File: config.mk
export PLATFORM = sky130hd
export DESIGN_NAME = rld_top
export DESIGN_NICKNAME = d
export VERILOG_FILES = /design/src/rtl/rld_pkg.sv /design/src/rtl/rld_channel.sv /design/src/rtl/rld_top.sv
export SDC_FILE = /design/constraint.sdc
export NUM_CORES = 1
export LEC_CHECK = 0
export BUFFER_PORTS_ARGS = -buffer_cell sky130_fd_sc_hd__buf_4
export CAP_MARGIN = 20
export CORE_ASPECT_RATIO = 0.5
export CORE_UTILIZATION = 40
export CTS_BUF_LIST = sky130_fd_sc_hd__clkbuf_4 sky130_fd_sc_hd__clkbuf_8 sky130_fd_sc_hd__clkbuf_16
export CTS_CLUSTER_SIZE = 28
export DETAILED_ROUTE_END_ITERATION = 7
export PLACE_DENSITY_LB_ADDON = 0.05
export SLEW_MARGIN = 20
export SYNTH_ARGS = -nofsm -noshare
export SYNTH_HDL_FRONTEND = slang
export SYNTH_SLANG_ARGS = --single-unit
File: constraint.sdc
create_clock -name clk -period 2.3 [get_ports clk]
set_input_delay 0.345 -clock clk [delete_from_list [all_inputs] [get_ports clk]]
set_output_delay 0.345 -clock clk [all_outputs]
set_load 0.02 [all_outputs]
File: src/rtl/rld_pkg.sv
// Shared definitions for the run-length pixel decoder: code field layout,
// channel FSM states and the end-of-stream marker.
package rld_pkg;

  localparam int unsigned CODE_W  = 16;
  localparam int unsigned VAL_W   = 8;
  localparam int unsigned CNT_MSB = 15;
  localparam int unsigned CNT_LSB = 8;
  localparam int unsigned VAL_MSB = 7;
  localparam int unsigned VAL_LSB = 0;

  // Only the count byte identifies the marker; the value byte is don't-care.
  localparam logic [CODE_W-1:0] END_MARKER = 16'h0000;

  typedef enum logic [1:0] {
    IDLE = 2'd0,
    RUN  = 2'd1,
    DONE = 2'd2
  } state_t;

  function automatic logic is_end_marker(input logic [CODE_W-1:0] code);
    return code[CNT_MSB:CNT_LSB] == END_MARKER[CNT_MSB:CNT_LSB];
  endfunction

  function automatic logic [VAL_W-1:0] code_value(input logic [CODE_W-1:0] code);
    return code[VAL_MSB:VAL_LSB];
  endfunction

endpackage

File: src/rtl/rld_channel.sv
// One run-length decoder channel: IDLE/RUN/DONE FSM with registered pixel
// outputs and a row column counter that persists across runs.
module rld_channel
  import rld_pkg::*;
#(
  parameter int unsigned ROW_W = 32,
  parameter int unsigned CNT_W = 8
) (
  input  logic              clk,
  input  logic              rst,
  input  logic              start,
  input  logic [CODE_W-1:0] code,
  output logic [VAL_W-1:0]  pixel,
  output logic              valid,
  output logic              nr,
  output logic              done
);

  localparam int unsigned COL_W = (ROW_W > 1) ? $clog2(ROW_W) : 1;
  localparam logic [COL_W-1:0] COL_LAST = COL_W'(ROW_W - 1);

  state_t             state;
  logic [CNT_W-1:0]   remaining;
  logic [VAL_W-1:0]   val_q;
  logic [COL_W-1:0]   col;
  logic [CNT_W-1:0]   code_cnt;

  assign code_cnt = CNT_W'(code[CNT_MSB:CNT_LSB]);

  // Decoder FSM; valid/nr default low every cycle and are only raised in RUN.
  always_ff @(posedge clk) begin
    if (rst) begin
      state     <= IDLE;
      remaining <= '0;
      val_q     <= '0;
      col       <= '0;
      pixel     <= '0;
      valid     <= 1'b0;
      nr        <= 1'b0;
      done      <= 1'b0;
    end else begin
      valid <= 1'b0;
      nr    <= 1'b0;
      case (state)
        IDLE: begin
          if (start) begin
            if (is_end_marker(code)) begin
              state <= DONE;
              done  <= 1'b1;
            end else begin
              val_q     <= code_value(code);
              remaining <= code_cnt;
              state     <= RUN;
            end
          end
        end
        RUN: begin
          valid     <= 1'b1;
          pixel     <= val_q;
          nr        <= (col == COL_LAST);
          col       <= (col == COL_LAST) ? '0 : col + COL_W'(1);
          remaining <= remaining - CNT_W'(1);
          if (remaining == CNT_W'(1)) begin
            state <= IDLE;
          end
        end
        DONE: begin
          done <= 1'b1;
        end
        default: begin
          state <= IDLE;
        end
      endcase
    end
  end

endmodule

File: src/rtl/rld_top.sv
// Three independent run-length decoders for the R, G and B channels;
// bit i of start/valid/NR/done belongs to channel i (0=R, 1=G, 2=B).
module rld_top
  import rld_pkg::*;
#(
  parameter int unsigned ROW_W = 32,
  parameter int unsigned CNT_W = 8
) (
  input  logic              clk,
  input  logic              rst,
  input  logic [2:0]        start,
  input  logic [CODE_W-1:0] R_code,
  input  logic [CODE_W-1:0] G_code,
  input  logic [CODE_W-1:0] B_code,
  output logic [VAL_W-1:0]  R,
  output logic [VAL_W-1:0]  G,
  output logic [VAL_W-1:0]  B,
  output logic [2:0]        valid,
  output logic [2:0]        NR,
  output logic [2:0]        done
);

  rld_channel #(.ROW_W(ROW_W), .CNT_W(CNT_W)) u_r (
    .clk   (clk),
    .rst   (rst),
    .start (start[0]),
    .code  (R_code),
    .pixel (R),
    .valid (valid[0]),
    .nr    (NR[0]),
    .done  (done[0])
  );

  rld_channel #(.ROW_W(ROW_W), .CNT_W(CNT_W)) u_g (
    .clk   (clk),
    .rst   (rst),
    .start (start[1]),
    .code  (G_code),
    .pixel (G),
    .valid (valid[1]),
    .nr    (NR[1]),
    .done  (done[1])
  );

  rld_channel #(.ROW_W(ROW_W), .CNT_W(CNT_W)) u_b (
    .clk   (clk),
    .rst   (rst),
    .start (start[2]),
    .code  (B_code),
    .pixel (B),
    .valid (valid[2]),
    .nr    (NR[2]),
    .done  (done[2])
  );

endmodule

==> flow_summary_export.csv, run 1 <==
group,metric,value,unit
run_status,status,"finished, final reports clean",
placement,gp_congestion,0.775,
sta,worst_pin_slew,0.709,ns
route,drt-initial-drc-count,145,
yosys,synth_top_cell_by_area,"dfxtp_1",
sta,fmax,0.559,GHz
die,core,10500,um^2
yosys,synthTopCellsByCount,"nand2_1, dfxtp_1, a21oi_1",
clocking,hold_buffers,0,
setup_path,critPathCaptureType,"flip-flop",
setup_path,cp_num_buf_inv,0,
final_layout,seq_area,2040,um^2
setup_path,crit_family,"simple AND/OR/NAND/NOR gates",
global_routing,grt_pass1_vias,3644,
yosys,syn_area,4480,um^2
route,drcViolationCount,0,
yosys,ys_seq_area_share,45.6,%
yosys,synth_ff_type,"dfxtp_1",
clocking,cts.path.max_buffers,2,
final_layout,area_growth,21.9,%
final_layout,antenna_cells,0,
clocking,cts_tree,"done",
final_layout,multi_input_area,2180,um^2
global_routing,grt_usage,18.2,%
sta,hold_viol_final,0,
sta,fin_crit,1.79,ns
yosys,yosysTopAreaCellShare,45.6,%
placement,numPortBuffers,85,
hold_path,holdPathStages,3,
die,fp.dieW,152,um
setup_path,setup.worst_path.start,"u_b.state[0]$_SDFFE_PP0P_",
die,std_cell_rows,26,
global_routing,antenna_found_initial,0,
route,drt_wl_total,10000,um
yosys,netlist_instances,521,
power_and_ir_drop,peakVddDrop,0.000372,V
setup_path,slowest_stage,"dfxtp_1",
clocking,post_cts_buffers,0,
clocking,root_buffer,"clkbuf_16",
clocking,clk_pin_slew,0.07,ns
route,dr_total_vias,3853,
setup_path,ff2ff_setup_slack,0.51,ns
power_and_ir_drop,p_leak,2.20,nW
clocking,insertion_delay,0.34,ns
yosys,synth_edf_count,0,
die,fp.dieArea,11600,um^2
clocking,numCtsBuffers,9,
job,maxCapViolations,0,
route,avgRoutedWirePerCell,13.6,um
sta,slew_violations,0,
clocking,htree_num_levels,3,
global_routing,grt_overflow,0,
final_layout,drive_gt1_share,22.7,%
setup_path,r2r_end,"u_b.remaining[7]$_SDFFE_PP0P_",
hold_path,worstHoldPathType,"input pin to flip-flop",
yosys,ys_types,57,
final_layout,fin_nets,659,
power_and_ir_drop,total_power,4.00,mW
hold_path,hold_end,"u_g.val_q[4]$_SDFFE_PP0P_",
route,via_per_inst,5.21,
power_and_ir_drop,powerDensity,734,nW/um^2
sta,fin_crit_sh,77.8,%
placement,dp_cells,723,
placement,dp_hpwl,6850,um
setup_path,crit_type,"flip-flop to flip-flop",
setup_path,critPathArrivalTime,2.01,ns
sta,final.setup.tns,0,ns
setup_path,startpoint_type,"flip-flop",
sta,relSlewSlack,52.7,%
final_layout,nFillCells,1010,
setup_path,reg2regPathDepth,4,
die,die_h,76.8,um
die,initial_core_util,42.5,%
setup_path,cp_max_fo,10,
setup_path,cp_cell_sequence,"nor4b_2, or4b_1, nand3_1, a21oi_1",
yosys,yosysMostFrequentCell,"nand2_1",
yosys,yosys-top-cells-area,"dfxtp_1, nand2_1, a21oi_1, ha_1, mux2i_1",
clocking,clkSinkCount,102,
die,io_pins,86,
global_routing,grt_pass1_wl,17100,um
clocking,cts.repair.resized,0,
sta,fin_skew,0.00713,ns
yosys,ys_warn_count,0,
route,drt_pass1_iterations,4,
global_routing,grt_start_max_net_pins,46,
yosys,ys_ff_latch,102,
route,antenna_left,0,
yosys,synth_nets,586,
hold_path,worstHoldStart,"G_code[4]",
sta,rsz0062_at_grt,"no",
setup_path,slowest_delay,0.64,ns
setup_path,worstPathRequired,2.52,ns
yosys,syn_area_per_cell,8.59,um^2
setup_path,reg2reg_from,"u_b.state[0]$_SDFFE_PP0P_",
sta,setup_viol,0,
final_layout,stdcell_count,739,
yosys,async_flop_share,0,%
## cell usage in the layout (no fill, tap or decap), types with 4 or more instances in the layout
cell / instances
o21ai_0: 13
nand2_1: 108
nor2_1: 26
a211oi_1: 5
a32oi_1: 4
inv_1: 11
and3_1: 6
dfxtp_1: 102
mux2i_1: 10
nor4b_1: 4
or4_4: 7
nor2b_1: 6
nand3_1: 9
nor4_1: 4
a31oi_1: 10
buf_4: 98
clkbuf_16: 9
nor3_1: 12
nand2b_1: 4
a21o_1: 4
ha_1: 12
a21oi_1: 74
## state kept, by name, indices dropped and copies added, names as in the netlist, 2 cells and up
register,cells
u_r.col,5
u_b.col,5
u_b.state,2
u_r.val_q,8
u_r.state,2
u_b.val_q,8
u_g.remaining,8
u_g.state,2
u_b.remaining,8
u_g.col,5
u_r.remaining,8
u_b.pixel,8
u_g.pixel,8
u_r.pixel,8
u_g.val_q,8
## worst reg2reg max path: cells and delay by family (launching register included)
| family | cells | cell delay, ns |
|---|---|---|
| AOI/OAI and AO/OA | 1 | 0.06 |
| DFF | 1 | 0.64 |
| and+or+nand+nor | 3 | 0.96 |
## through the flow
step	util [%]	hold slack, ns	cell area [um^2]	setup slack [ns]
after floorplan	-	0.427	4480	0.663
after global placement	49.1	0.440	5170	0.474
after detailed placement	49.1	0.444	5170	0.443
after CTS	51.7	0.229	5450	0.500
after global routing	51.7	0.239	5450	0.386
final	51.7	0.238	5450	0.511
## how the worst max path moves through the flow
stage | to | slack (ns) | depth (start not counted)
floorplan | u_g.val_q[2]$_SDFFE_PP0P_ | 0.66 | 5
global placement | u_g.val_q[7]$_SDFFE_PP0P_ | 0.47 | 6
detailed placement | u_g.remaining[4]$_SDFFE_PP0P_ | 0.44 | 6
CTS | u_b.remaining[7]$_SDFFE_PP0P_ | 0.50 | 4
global route | u_b.remaining[7]$_SDFFE_PP0P_ | 0.39 | 4
finish | u_b.remaining[7]$_SDFFE_PP0P_ | 0.51 | 4
## cells by family (layout without fill, tap and decap cells)
family / after synthesis / count (layout) / share of synthesized area (%)
simple gates: 207 / 207 / 23.5
flops: 102 / 102 / 45.6
fa+ha+maj: 12 / 12 / 3.35
buf+inv: 47 / 125 / 5.68
xor+xnor: 2 / 2 / 0.391
compound gates: 140 / 140 / 19.0
mux: 11 / 11 / 2.49
## final cells by class
cell class	instances	share of cell area, %
Clock buffer	10	4.27
Inverter	11	0.757
Clock inverter	6	0.872
Timing Repair Buffer	98	13.5
Tap cell	140	3.21
Sequential cell	102	37.4
Multi-Input combinational cell	372	40.0
## power by group
| group | switching [mW] | internal (mW) |
|---|---|---|
| registers | 0.0960 | 1.87 |
| clock network | 0.679 | 0.754 |
| logic | 0.326 | 0.277 |
## routing by layer
metal | vias to the layer above | track usage [%] | wire (um)
li1 | 1981 | - | -
met1 | 1782 | 23.8 | 4860
met2 | 78 | 30.0 | 4550
met3 | 12 | 4.88 | 542
met4 | 0 | 4.16 | 90
met5 | - | 0 | 0
No activity file was read; power rests on OpenSTA's default activity.
==> run 2, diff against run 1 <==
==> constraint.sdc (replaced) <==
create_clock -name clk -period 1.85 [get_ports clk]
set_input_delay 0.2775 -clock clk [delete_from_list [all_inputs] [get_ports clk]]
set_output_delay 0.2775 -clock clk [all_outputs]
set_load 0.02 [all_outputs]
==> run 2 against run 1 <==
  * Final cell count is 0.81% higher
  * Cell area is 1.5% higher
  * Critical endpoint is now u_b.remaining[5]$_SDFFE_PP0P_
  * First-iteration DRC count is 39% lower
  * Critical path type unchanged
  * Maximum frequency is 11% higher
  * Clock power is 24% higher
  * Global-route usage is 0.17 points higher
==> flow_summary_export.csv, run 2 (synthesis gave the netlist of run 1 again) <==
group,metric,value,unit
run_status,status,"finished, final reports clean",
sta,rsz0062_at_grt,"no",
setup_path,crit_family,"simple AND/OR/NAND/NOR gates",
die,io_pins,86,
clocking,htree_num_levels,3,
final_layout,fin_nets,665,
power_and_ir_drop,comb_power_share,15.8,%
die,fp.dieArea,11600,um^2
final_layout,stdcell_area,5540,um^2
setup_path,slowest_delay,0.44,ns
die,initial_core_util,42.5,%
power_and_ir_drop,p_leak,2.25,nW
setup_path,cp_num_buf_inv,0,
placement,numPortBuffers,85,
clocking,clk_pin_slew,0.07,ns
clocking,insertion_delay,0.34,ns
sta,fmax,0.622,GHz
sta,fin_crit_sh,87.0,%
placement,dp_hpwl,7150,um
setup_path,critPathCaptureType,"flip-flop",
sta,relSlewSlack,50.0,%
global_routing,grt_pass1_wl,17200,um
sta,fin_skew,0.00817,ns
power_and_ir_drop,clockPowerShare,35.5,%
setup_path,startpoint_type,"flip-flop",
route,via_per_inst,5.22,
global_routing,grt_start_max_net_pins,43,
route,drt-initial-drc-count,89,
sta,fin_crit,1.61,ns
global_routing,grt_overflow,0,
setup_path,reg2reg_from,"u_b.remaining[2]$_SDFFE_PP0P_",
global_routing,grt_usage,18.4,%
clocking,clkSinkCount,102,
clocking,post_cts_buffers,0,
power_and_ir_drop,intPower,3.63,mW
final_layout,drive_gt1_share,23.5,%
global_routing,grt_pass1_vias,3656,
final_layout,multi_input_area,2180,um^2
setup_path,slowest_stage,"or3_4",
placement,gp_congestion,0.797,
final_layout,stdcell_count,745,
setup_path,worstPathRequired,2.12,ns
clocking,numCtsBuffers,9,
hold_path,worstHoldPathType,"input pin to flip-flop",
power_and_ir_drop,seqPwrFrac,48.7,%
final_layout,fin_util,52.5,%
power_and_ir_drop,p_sw,1.38,mW
clocking,cts.path.max_buffers,2,
setup_path,cp_max_fo,6,
die,core,10500,um^2
final_layout,seq_area,2040,um^2
final_layout,nFillCells,1017,
route,avgRoutedWirePerCell,13.6,um
final_layout,area_growth,23.7,%
route,drt_wl_total,10100,um
final_layout,most-common-layout-cells,"nand2_1, dfxtp_1, buf_4",
setup_path,cp_cell_sequence,"or3_4, or4_4, o21a_1, a31oi_1",
sta,final.setup.tns,0,ns
route,drt_pass1_iterations,4,
global_routing,antenna_found_initial,0,
final_layout,mostFrequentLayoutCell,"nand2_1",
job,maxCapViolations,0,
setup_path,crit_type,"flip-flop to flip-flop",
clocking,cts_tree,"done",
route,dr_total_vias,3890,
clocking,cts.repair.resized,0,
clocking,hold_buffers,0,
die,fp.dieW,152,um
clocking,root_buffer,"clkbuf_16",
sta,hold_viol_final,0,
die,die_h,76.8,um
final_layout,antenna_cells,0,
route,drcViolationCount,0,
sta,setup_viol,0,
setup_path,critPathArrivalTime,1.88,ns
hold_path,worstHoldStart,"B_code[7]",
power_and_ir_drop,powerDensity,906,nW/um^2
placement,placed_area,5260,um^2
setup_path,setup.worst_path.start,"u_b.remaining[2]$_SDFFE_PP0P_",
sta,worst_pin_slew,0.749,ns
route,antenna_left,0,
placement,dp_cells,729,
power_and_ir_drop,p_sw_share,27.6,%
sta,slew_violations,0,
die,std_cell_rows,26,
power_and_ir_drop,peakVddDrop,0.000394,V
power_and_ir_drop,total_power,5.02,mW
-- run 2: worst reg2reg max path, stage by stage, from the launching register on --
cell	delay, ns
dfxtp_1	0.35
or3_4	0.44
or4_4	0.43
o21a_1	0.18
a31oi_1	0.14
-- run 2: cell type report --
cell class              count  area share, %
multi-input cells         372           39.4
well taps                 140           3.16
clock inverters             6          0.859
clock buffers              10           4.20
repair buffers            104           14.8
inverters                  11          0.746
flip-flops and latches    102           36.9
-- run 2: metrics by stage --
stage,hold WS [ns],worst slack [ns]
finish,0.176,0.241
detailed placement,0.446,0.151
global placement,0.441,0.181
global route,0.171,0.145
CTS,0.166,0.251
floorplan,0.413,0.281
-- run 2: worst paths after layout --
kind                                         to  slack (ns)  depth (start not counted)
setup / recovery  u_b.remaining[5]$_SDFFE_PP0P_        0.24                          4
hold / removal        u_b.val_q[7]$_SDFFE_PP0P_        0.18                          3
setup reg to reg  u_b.remaining[5]$_SDFFE_PP0P_        0.24                          4
hold reg to reg       u_b.pixel[7]$_SDFFE_PP0P_        0.45                          2
-- run 2: power by group through the flow --
stage | sequential (mW) | clock (mW) | combinational, mW
global route | 2.46 | 1.94 | 0.884
detailed placement | 2.49 | 0 | 0.798
finish | 2.44 | 1.78 | 0.792
floorplan | 2.47 | 0 | 0.508
CTS | 2.44 | 1.84 | 0.800
global placement | 2.49 | 0 | 0.793
-- run 2: layer usage --
layer / global-route usage (%) / routed length (um) / share of wire [%]
met5: 0 / 0 / 0
met4: 3.56 / 54 / 0.53
met3: 5.24 / 424 / 4.2
met2: 31.3 / 4700 / 46
met1: 23.1 / 4950 / 49
